==> src/rtl/press_decoder.sv <==
`default_nettype none
// ============================================================================
//  Module      : press_decoder
//  Description : Classifies conditioned button gestures into short, long and
//                double presses, each emitted as a registered 1-cycle pulse.
//                Define PRESS_DECODER_REPEAT_EN to enable auto-repeat pulses
//                while a long press is held.
//  Revision    : 1.0 - initial release
// ============================================================================
module press_decoder #(
    parameter int CNT_W    = 16,
    parameter int LONG_T   = 8,
    parameter int DOUBLE_T = 6,
    parameter int REPEAT_T = 4
) (
    input  logic clk,
    input  logic reset,
    input  logic conditioned,
    input  logic rising,
    input  logic falling,
    output logic short_press,
    output logic long_press,
    output logic double_press,
    output logic repeat_press,
    output logic busy
);

    localparam logic [CNT_W-1:0] C_LONG_LAST   = CNT_W'(LONG_T - 1);
    localparam logic [CNT_W-1:0] C_DOUBLE_LAST = CNT_W'(DOUBLE_T - 1);
    localparam logic [CNT_W-1:0] C_REPEAT_LAST = CNT_W'(REPEAT_T - 1);

    typedef enum logic [2:0] {
        S_IDLE   = 3'd0,
        S_PRESS1 = 3'd1,
        S_LONG   = 3'd2,
        S_WAIT2  = 3'd3,
        S_PRESS2 = 3'd4
    } state_t;

    state_t           r_state;
    logic [CNT_W-1:0] r_cnt;
    logic             r_short;
    logic             r_long;
    logic             r_double;
    logic             w_rise;
    logic             w_fall;
    logic [CNT_W-1:0] w_cnt_inc;

    // Simultaneous rising and falling is illegal: both are masked off.
    assign w_rise    = rising & ~falling;
    assign w_fall    = falling & ~rising;
    assign w_cnt_inc = (r_cnt == {CNT_W{1'b1}}) ? r_cnt : r_cnt + 1'b1;

`ifdef PRESS_DECODER_REPEAT_EN
    logic r_repeat;
    assign repeat_press = r_repeat;
`else
    logic w_unused_repeat;
    assign w_unused_repeat = ^C_REPEAT_LAST;
    assign repeat_press    = 1'b0;
`endif

    always_ff @(posedge clk or posedge reset) begin
        if (reset) begin
            r_state  <= S_IDLE;
            r_cnt    <= '0;
            r_short  <= 1'b0;
            r_long   <= 1'b0;
            r_double <= 1'b0;
`ifdef PRESS_DECODER_REPEAT_EN
            r_repeat <= 1'b0;
`endif
        end else begin
            r_short  <= 1'b0;
            r_long   <= 1'b0;
            r_double <= 1'b0;
`ifdef PRESS_DECODER_REPEAT_EN
            r_repeat <= 1'b0;
`endif
            case (r_state)
                S_IDLE: begin
                    r_cnt <= '0;
                    if (w_rise) begin
                        r_state <= S_PRESS1;
                    end
                end
                S_PRESS1: begin
                    if (w_fall) begin
                        r_state <= S_WAIT2;
                        r_cnt   <= '0;
                    end else if (!conditioned) begin
                        // Level dropped without a falling pulse: lost edge.
                        r_state <= S_IDLE;
                        r_cnt   <= '0;
                    end else if (r_cnt == C_LONG_LAST) begin
                        r_state <= S_LONG;
                        r_long  <= 1'b1;
                        r_cnt   <= '0;
                    end else begin
                        r_cnt <= w_cnt_inc;
                    end
                end
                S_LONG: begin
                    if (w_fall || !conditioned) begin
                        r_state <= S_IDLE;
                        r_cnt   <= '0;
                    end
`ifdef PRESS_DECODER_REPEAT_EN
                    else if (r_cnt == C_REPEAT_LAST) begin
                        r_repeat <= 1'b1;
                        r_cnt    <= '0;
                    end else begin
                        r_cnt <= w_cnt_inc;
                    end
`endif
                end
                S_WAIT2: begin
                    if (w_rise) begin
                        r_state <= S_PRESS2;
                        r_cnt   <= '0;
                    end else if (r_cnt == C_DOUBLE_LAST) begin
                        r_state <= S_IDLE;
                        r_short <= 1'b1;
                        r_cnt   <= '0;
                    end else begin
                        r_cnt <= w_cnt_inc;
                    end
                end
                S_PRESS2: begin
                    r_cnt <= '0;
                    if (w_fall) begin
                        r_state  <= S_IDLE;
                        r_double <= 1'b1;
                    end else if (!conditioned) begin
                        r_state <= S_IDLE;
                    end
                end
                default: begin
                    r_state <= S_IDLE;
                    r_cnt   <= '0;
                end
            endcase
        end
    end

    assign short_press  = r_short;
    assign long_press   = r_long;
    assign double_press = r_double;
    assign busy         = (r_state != S_IDLE);

endmodule
`default_nettype wire
==> config.mk <==
export PLATFORM = sky130hd
export DESIGN_NAME = press_decoder
export DESIGN_NICKNAME = d
export VERILOG_FILES = /design/src/rtl/press_decoder.sv
export SDC_FILE = /design/constraint.sdc
export NUM_CORES = 1
export LEC_CHECK = 0
export CAP_MARGIN = 20
export CORE_AREA = 2 2 53 55
export DETAILED_ROUTE_END_ITERATION = 12
export DIE_AREA = 0 0 55 57
export GPL_TIMING_DRIVEN = 0
export HOLD_SLACK_MARGIN = 0.02
export PLACE_DENSITY_LB_ADDON = 0.2
export SLEW_MARGIN = 20
export SYNTH_ARGS = -nofsm -noshare
export SYNTH_HDL_FRONTEND = slang
export SYNTH_SLANG_ARGS = --single-unit
==> constraint.sdc <==
create_clock -name clk -period 2.2 [get_ports clk]
set_input_delay 0.66 -clock clk [delete_from_list [all_inputs] [get_ports clk]]
set_output_delay 0.66 -clock clk [all_outputs]
set_load 0.03 [all_outputs]
==> results of run 1 <==
## power groups by stage
stage | registers [mW] | logic (mW) | clock network (mW)
floorplan | 0.464 | 0.323 | 0
global placement | 0.468 | 0.414 | 0
detailed placement | 0.471 | 0.426 | 0
CTS | 0.464 | 0.430 | 0.235
global route | 0.472 | 0.482 | 0.254
finish | 0.467 | 0.430 | 0.228
## sequential cells by signal, indices dropped and copies added, names as in the netlist
register      cells
r_cnt            16
r_state           3
double_press      1
long_press        1
short_press       1
## how the worst max path moves through the flow
| stage | from | endpoint | slack [ps] |
|---|---|---|---|
| 3_5_place_dp | rising | r_cnt[2] | -470 |
| 3_3_place_gp | rising | r_state[1] | -410 |
| 4_1_cts | r_state[0] | busy | 40 |
| 6_report | rising | r_cnt[9] | 120 |
| 2_1_floorplan | rising | r_cnt[2] | 230 |
| 5_1_grt | r_cnt[0] | r_cnt[11] | 10 |
## cells in the mapped netlist (3+ instances only)
library cell  count  share of area [%]
a21o_1            3                1.6
a21oi_1          15                5.4
a22o_1            3                1.9
a31oi_1           8                3.6
and4_1            3                1.9
buf_2             5                1.8
buf_4             3                1.6
buf_6             4                3.3
dfrtp_1          22                 40
inv_1             4                1.1
nand2_1          13                3.5
nand2b_1          4                1.8
nand3_1           5                1.8
nand4_1           5                2.3
nor2_1           10                2.7
nor3_1            3                1.1
nor4_1            3                1.4
o21ai_0           5                1.8
o21ai_1           3                1.1
## critical path, stage by stage
cell and delay [ps]:
clkdlybuf4s50_1 480, nand2b_2 170, nand4_1 160, o22ai_2 260, buf_2 290, o31ai_1 110
a31oi_1 190
## kinds of logic after synthesis
group | Yosys count | share of synthesized area [%]
multiplexers | 1 | 0.727
buffers and inverters | 17 | 8.08
other | 1 | 0.272
adder cells (fa/ha/maj) | 2 | 1.82
flip-flops | 22 | 40.0
AO/OA/AOI/OAI | 45 | 20.3
AND/OR/NAND/NOR | 66 | 28.9
## routing by layer
| layer | vias up | track usage [%] |
|---|---|---|
| met4 | 0 | 10.5 |
| met1 | 574 | 29.2 |
| met2 | 40 | 38.8 |
| li1 | 595 | - |
| met5 | - | 0 |
| met3 | 7 | 3.14 |
## layout by cell type, fill, tap and decap left out, types with 2 or more instances in the layout
cell type / n
o22ai_1: 2
nand3_1: 5
and4_1: 3
nor2_1: 10
nand2b_2: 2
nand2b_1: 3
or3_1: 2
a21o_1: 3
buf_4: 4
nor4_1: 3
o31ai_1: 2
nor2b_1: 2
a21oi_1: 15
nor3_1: 3
o21ai_0: 5
buf_2: 5
nand2_1: 13
inv_1: 4
nor3b_1: 2
clkdlybuf4s50_1: 7
nand4_1: 5
clkbuf_4: 3
a22o_1: 3
o21ai_1: 3
a31oi_1: 8
dfrtp_1: 22
nand4_2: 2
buf_6: 4
## layout make-up
cell class,instances,share of cell area (%)
timing repair buffer,8,4.84
sequential,22,35.5
buffer,12,6.13
multi-input combinational,115,47.7
tap,31,2.50
clock buffer,4,2.34
inverter,4,0.969
## stage by stage
step	instance area (sq um)	power (mW)	setup WS (ps)	hold slack [ps]
floorplan	1380	0.788	227	494
global placement	1500	0.881	-414	511
detailed placement	1500	0.897	-469	523
CTS	1540	1.13	35.5	543
global route	1550	1.21	11.5	594
finish	1550	1.12	121	548
## what timing repair did
| action | 4_1_cts | 5_1_grt |
|---|---|---|
| resized for setup | 6 | 5 |
| setup endpoints to repair | 10 | 7 |
| setup buffers | 0 | 0 |
==> metrics, run 1 <==
met2 WL=1.54 mm; CTS Hold Bufs=0; layout cell share with drive strength beyond 1=between 10% and 20%; DRT met1 WL=1.36 mm; Worst VDD drop=~560 uV; number of flops mapped to enable cells by yosys=0; Gate power share=between 30% and 40%; first-pass GRT wire length=about 5.5 mm; HPWL Detailed=2.28 mm; clock sink count=22; Pre-antenna DRT Iters=4; CTS clk-pin slew, worst paths=between 100 and 150 ps; Slew @ Worst Pin=844 ps; Setup TNS=0 ps; Flop pwr share=a little over 40%; multi-input logic area=739 sq um; leak pwr=~0.65 nW; CP Max Fanout=10; reg-to-reg critical path endpoint=r_cnt[11]; Vias=1216; nature of the critical path endpoint=flip-flop; Seq/Total Area, Yosys=between 30% and 40%; Hold Crit Depth=1; post-synth cell types=44; Cells after Synth=~150; Synth Area per Inst=8.95 sq um; Clk Latency, worst-skew pair=approximately 310 ps; fin cells=approximately 200; critical path class=primary input to flip-flop; DIE AREA=around 3100 sq um; Layout area overhead=12.5%; Starting Density=between 50% and 60%; final hold vios=0; clock skew=around 7.5 ps; critical path arrival=about 2300 ps; asr flop ratio synth=between 90% and 100%; post-layout minimum cycle time=a little over 2000 ps; Sw Ratio=~37%; number of fill cells in the layout=approximately 240; Vias/cell=6.20; CTS tree=built; Syn. warnings=0; routability cong.=roughly 0.9; I/O pins=10; hold_sp=r_cnt[0]; initial antenna violation count=0; DIE HEIGHT=between 50 and 60 um; total CTS buffers=3; Main synth FF type=dfrtp_1; Slew Viols, Final=0; ANT cells=0; Hold/Removal Path Class=flip-flop to flip-flop; Tot GR Track Use=a little under a quarter; hold endpoint=r_cnt[0]; Register Area=between 500 and 600 sq um; vias in the first global route=1300; Top Metal Used=met4; Row Count=19; synthesized area=around 1400 sq um; max_cap viols=0; r2r setup slk=150 ps; grt total ovfl=0; DR iter-0 viols=between 50 and 60; post-synthesis register bit count=22; port buffer count=8; worst r2r path cells=7; WL/cell=approximately 16 um; chip width=around 55 um; Placed Cells incl. Taps=roughly 190; Final Cycle Share=between 90% and 100%; f_max=slightly below 500 MHz; H-tree depth=1; core area=2620 sq um; Max Buffers Root-to-Sink=2; r2r startpoint=r_cnt[0]; nets=173; Startpoint Class=primary input; fin util=~59%; status=finished, final reports clean; syn nets=between 150 and 200; clk root buf=clkbuf_4; final setup fails=0; Final ANT Viol Nets=0; clock share of power=just over 20%; Max-slew headroom=between 40 and 50%; final WL=~3.1 mm; pin count of the biggest net entering global routing=23; Sw Pwr=0.415 mW; Critical Path RT=about 2400 ps; WL met3=~160 um; unrepaired setup endpoints after global routing=false; power per cell area=between 700 and 800 nW/um^2; DRC violations left=0; internal power=approximately 0.71 mW
(Power assumes the default switching activity.)
==> inputs of run 2 (changes only) <==
- CORE_AREA: 2 2 53 55 -> 2 2 62 64
- CTS_CLUSTER_SIZE: default -> 20
- DIE_AREA: 0 0 55 57 -> 0 0 64 66
- clock period: 2.2 -> 2.3 ns (I/O delays scaled with it)
==> run 2 against run 1 <==
Effect of this change: combinational power shrank 5.6%; critical endpoint is now r_cnt[6]; utilization fell by 16 points; power shrank 8.2%; sequential share of layout area is 0.057 points lower; register-to-register slack improved by 80 ps; wire length shrank 1.4%; critical path depth unchanged; first-iteration DRC count rose by 23%; flip-flop and latch count stayed put; largest power group unchanged; die area grew 35%; sequential power down 4.7%.
==> metrics, run 2 (synthesis results as in run 1) <==
WL met3=112 um (-30%); final hold vios=0 (unchanged); CTS clk-pin slew, worst paths=120 ps (about the same); WL/cell=14.5 um (-8.9%); pre-CTS WS=-374 ps (+95.3 ps); Layout area overhead=12.7%; Max Buffers Root-to-Sink=2 (unchanged); Max-slew headroom=41.7% (-1.9 points); fin worst setup slack=189 ps (+67.9 ps); post-layout minimum cycle time=between 2000 and 2500 ps; Critical Path RT=2530 ps (+90 ps); max_cap viols=0 (unchanged); Final ANT Viol Nets=0 (unchanged); initial antenna violation count=0 (unchanged); DRT met1 WL=1.43 mm (+5.4%); total CTS buffers=3 (unchanged); met2 WL=1.48 mm (-3.7%); port buffer count=8 (unchanged); I/O pins=10 (unchanged); core area=3550 sq um (+36%); clk root buf=clkbuf_4; Tot GR Track Use=16.6% (-6.7 points); Slew Viols, Final=0 (unchanged); Top Metal Used=met4; first-pass GRT wire length=5.56 mm (+2.0%); HPWL Detailed=2.20 mm (-3.5%); nets=173 (unchanged); chip width=64 um (+16%); DIE AREA=4220 sq um (+35%); Starting Density=38.8% (-14 points); layout cell share with drive strength beyond 1=16.5% (-1.7 points); pin count of the biggest net entering global routing=23 (unchanged); Worst VDD drop=276 uV (-50%); most common cell after layout, fill and taps aside=dfrtp_1; final WL=3.07 mm (-1.4%); vias in the first global route=1191 (-8.4%); number of fill cells in the layout=354 (+47%); clock skew=2.75 ps (-4.72 ps); Row Count=22 (+3); f_max=~470 MHz; power per cell area=665 nW/um^2 (-8.4%); Pre-antenna DRT Iters=5 (+1); Vias/cell=5.64 (-9.1%); Startpoint Class=primary input; Regs by FF count=r_cnt (16), r_state (3); final setup fails=0 (unchanged); Largest Register=r_cnt; unrepaired setup endpoints after global routing=false; Hold/Removal Path Class=flip-flop to flip-flop; Final Cycle Share=91.8%; ANT cells=0 (unchanged); most frequent cells in the layout=dfrtp_1 (22), a21oi_1 (15), nand2_1 (13), nor2_1 (10), a31oi_1 (8); final total power=1.03 mW (-8.2%); max FFs per register=16 (unchanged); Slew @ Worst Pin=873 ps (+28.9 ps); clock sink count=22 (unchanged); CP Max Fanout=10 (unchanged); DIE HEIGHT=66 um (+16%); fin util=43.7% (-16 points); leak pwr=0.642 nW (-0.67%); grt total ovfl=0 (unchanged); routability cong.=0.862 (-3.8%); CTS tree=built; postcts setup bufs=0 (unchanged); Vias=1195 (-1.7%); critical path arrival=2340 ps (+20 ps); critical path class=primary input to flip-flop; Clk Latency, worst-skew pair=310 ps (about the same); nature of the critical path endpoint=flip-flop; DR iter-0 viols=69 (+23%); status=finished, final reports clean; DRC violations left=0 (unchanged); H-tree depth=1 (unchanged)
## run 2: cell types whose count changed in the layout (fill, tap and decap cells not counted), sizes merged
cell	before	now
buf	13	12
## run 2: path summary, 6_finish.rpt
check | end | slack [ps] | cells after the start | from
min | r_cnt[0] | 550 | 1 | r_cnt[0]
max reg2reg | r_cnt[11] | 230 | 7 | r_cnt[0]
min in group asynchronous | long_press | 840 | 2 | reset
min reg2reg | r_cnt[0] | 550 | 1 | r_cnt[0]
max | r_cnt[6] | 190 | 7 | rising
max in group asynchronous | r_state[0] | 920 | 2 | reset
## run 2: repair_timing
action	4_1_cts	5_1_grt
hold buffers	0	0
resized for setup	1	7
endpoints found under the setup margin	5	15
## run 2: where the power goes
part           total, mW  switching (mW)  internal (mW)
registers          0.445          0.0296          0.415
clock network      0.182           0.121         0.0613
logic              0.406           0.240          0.166
total               1.03           0.390          0.642
## run 2: layout make-up
cell class | count | area [sq um] | share of cell area [%]
clock buffer | 3 | 22.5 | 1.45
multi-input combinational | 115 | 734 | 47.3
inverter | 4 | 15.0 | 0.967
sequential | 22 | 551 | 35.5
buffer | 12 | 95.1 | 6.12
tap | 48 | 60.1 | 3.87
timing repair buffer | 8 | 75.1 | 4.83
## run 2: layer usage
metal | global-route usage, % | vias up
li1 | - | 595
met1 | 21.3 | 571
met2 | 27.7 | 24
met3 | 2.39 | 5
met4 | 7.07 | 0
met5 | 0 | -
## run 2: metrics by stage
stage | std cells | setup TNS (ps) | hold slack (ps) | instance area, sq um
floorplan | 154 | 0 | 494 | 1380
global placement | 210 | -4200 | 511 | 1520
detailed placement | 210 | -4300 | 545 | 1520
CTS | 212 | 0 | 563 | 1540
global route | 212 | 0 | 583 | 1550
finish | 212 | 0 | 551 | 1550
## run 2: critical path, stage by stage
cell	delay, ps
clkdlybuf4s50_1	470
nand2b_1	190
nand2_1	170
nor4b_4	320
buf_4	230
a21oi_1	80
a311oi_1	190
==> inputs of run 3 (changes only) <==
- CORE_AREA: 2 2 62 64 -> 2 2 66 68
- DIE_AREA: 0 0 64 66 -> 0 0 68 70
==> run 3 against run 2 <==
Effect of this change: via count rose by 0.17%; critical path depth unchanged; critical path type unchanged; wire length increased by 0.85%.
==> metrics, run 3 (synthesis results as in run 1) <==
final total power=1.08 mW (+4.7%); HPWL Detailed=2.22 mm (+1.3%); DIE HEIGHT=70 um (+6.1%); Vias/cell=5.54 (-1.7%); initial antenna violation count=0 (unchanged); Hold/Removal Path Class=flip-flop to flip-flop; Top Family by Delay on Critical Path=buffers and inverters; number of fill cells in the layout=437 (+23%); Layout area overhead=14.1%; CTS Hold Bufs=0 (unchanged); internal power=0.697 mW (+8.6%); hold_sp=r_cnt[0]; leak pwr=0.648 nW (+0.98%); Hold Crit Depth=1 (unchanged); Gate power share=37.2% (-2.1 points); routability cong.=0.872 (+1.2%); core area=4140 sq um (+17%); pin count of the biggest net entering global routing=23 (unchanged); DRC violations left=0 (unchanged); crit path cell chain=clkdlybuf4s50_1 -> nand2b_1 -> nand2_1 -> nor4b_2 -> buf_4 -> a21oi_1 -> a311oi_1; Setup TNS=0 ps (unchanged); Placed Cells incl. Taps=214 (+1.9%); first-pass GRT wire length=5.41 mm (-2.7%); r2r startpoint=r_cnt[0]; worst hold slack=528 ps (-23.1 ps); nets=173 (unchanged); DIE AREA=4760 sq um (+13%); Max-slew headroom=41.1% (-0.61 points); postcts setup bufs=0 (unchanged); DR iter-0 viols=31 (-55%); clock share of power=21.9% (+4.3 points); Row Count=24 (+9.1%); most common cell after layout, fill and taps aside=dfrtp_1; clock skew=3.94 ps (+1.19 ps); power per cell area=688 nW/um^2 (+3.5%); Slew @ Worst Pin=882 ps (+9.18 ps); Sw Pwr=0.384 mW (-1.6%); CP Max Fanout=10 (unchanged); clk root buf=clkbuf_8; nature of the critical path endpoint=flip-flop; Sw Ratio=35.5% (-2.3 points); Tot GR Track Use=14.5% (-2.1 points); vias in the first global route=1193 (+0.17%); clock sink count=22 (unchanged); fin cells=216 (+1.9%); total CTS buffers=3 (unchanged); Largest stage delay, worst path=470 ps (about the same); unrepaired setup endpoints after global routing=false; H-tree depth=1 (unchanged); final setup fails=0 (unchanged); worst r2r path cells=7 (unchanged); Startpoint Class=primary input; layout cell share with drive strength beyond 1=15.9% (-0.61 points); Flop pwr share=40.9% (-2.2 points); post-layout minimum cycle time=2190 ps (+75.1 ps); grt total ovfl=0 (unchanged); Clk Latency, worst-skew pair=260 ps (-50 ps); WL/cell=14.3 um (-1.0%); CTS clk-pin slew, worst paths=80 ps (-40 ps); port buffer count=8 (unchanged); Starting Density=33.2% (-5.6 points); Regs by FF count=r_cnt (16), r_state (3); critical path class=primary input to flip-flop; CP bufs+invs=2 (unchanged); Largest Register=r_cnt; most frequent cells in the layout=dfrtp_1 (22), a21oi_1 (15), nand2_1 (13), nor2_1 (10), a31oi_1 (8); hold endpoint=r_cnt[0]; Final Cycle Share=95.1% (+3.3 points); I/O pins=10 (unchanged); Critical Path RT=2470 ps (-60 ps); Vias=1197 (+0.17%); r2r setup slk=250 ps (+20 ps); f_max=457 MHz (-3.4%); Pre-antenna DRT Iters=4 (-1); status=finished, final reports clean; ANT cells=0 (unchanged); Slew Viols, Final=0 (unchanged); Worst VDD drop=273 uV (-1.2%); final WL=3.09 mm (+0.85%); max_cap viols=0 (unchanged); critical path arrival=2350 ps (about the same); max FFs per register=16 (unchanged); chip width=68 um (+6.3%); CTS tree=built; Slowest cell on crit path=clkdlybuf4s50_1; final hold vios=0 (unchanged); Max Buffers Root-to-Sink=2 (unchanged); reg-to-reg critical path endpoint=r_cnt[11]; Final ANT Viol Nets=0 (unchanged)
run 3: final cells by class:
type                    instances  area, sq um  share of cell area [%]
plain buffers                  12         95.1                    6.05
clock buffers                   3         41.3                    2.63
inverters                       4         15.0                   0.955
multi-input cells             115          726                    46.2
flip-flops and latches         22          551                    35.0
well taps                      52         65.1                    4.14
repair buffers                  8         78.8                    5.02
run 3: stage by stage:
| step | util [%] | setup WS (ps) | instance area [sq um] |
|---|---|---|---|
| after floorplan | - | 297 | 1380 |
| final | 37.9 | 113 | 1570 |
| after CTS | 37.9 | 47.1 | 1570 |
| after detailed placement | 36.7 | -384 | 1520 |
| after global placement | 36.7 | -358 | 1520 |
| after global routing | 37.9 | 0.896 | 1570 |
run 3: layer usage:
metal	up-vias	global-route usage [%]	share of wire, %
li1	594	-	-
met1	576	19.4	47
met2	23	24.6	48
met3	4	1.45	3.3
met4	0	3.33	0.90
met5	-	0	0
run 3: how the worst max path moves through the flow:
| stage | start | to | slack, ps | depth (start not counted) |
|---|---|---|---|---|
| final | rising | r_cnt[6] | 110 | 7 |
| after global routing | rising | r_cnt[9] | 0.9 | 7 |
| after CTS | rising | r_cnt[6] | 50 | 7 |
| after detailed placement | rising | r_cnt[2] | -380 | 7 |
| after global placement | rising | r_cnt[2] | -360 | 7 |
| after floorplan | rising | r_cnt[2] | 300 | 6 |
run 3: power by group through the flow:
stage | clock network (mW) | registers (mW) | logic (mW)
6_report | 0.236 | 0.443 | 0.402
5_1_grt | 0.265 | 0.447 | 0.449
4_1_cts | 0.248 | 0.442 | 0.402
3_5_place_dp | 0 | 0.449 | 0.405
3_3_place_gp | 0 | 0.448 | 0.402
2_1_floorplan | 0 | 0.444 | 0.309
run 3: timing repair:
action | 4_1_cts | 5_1_grt
pin swaps | 0 | 0
endpoints found under the setup margin | 9 | 1
resized for setup | 3 | 2
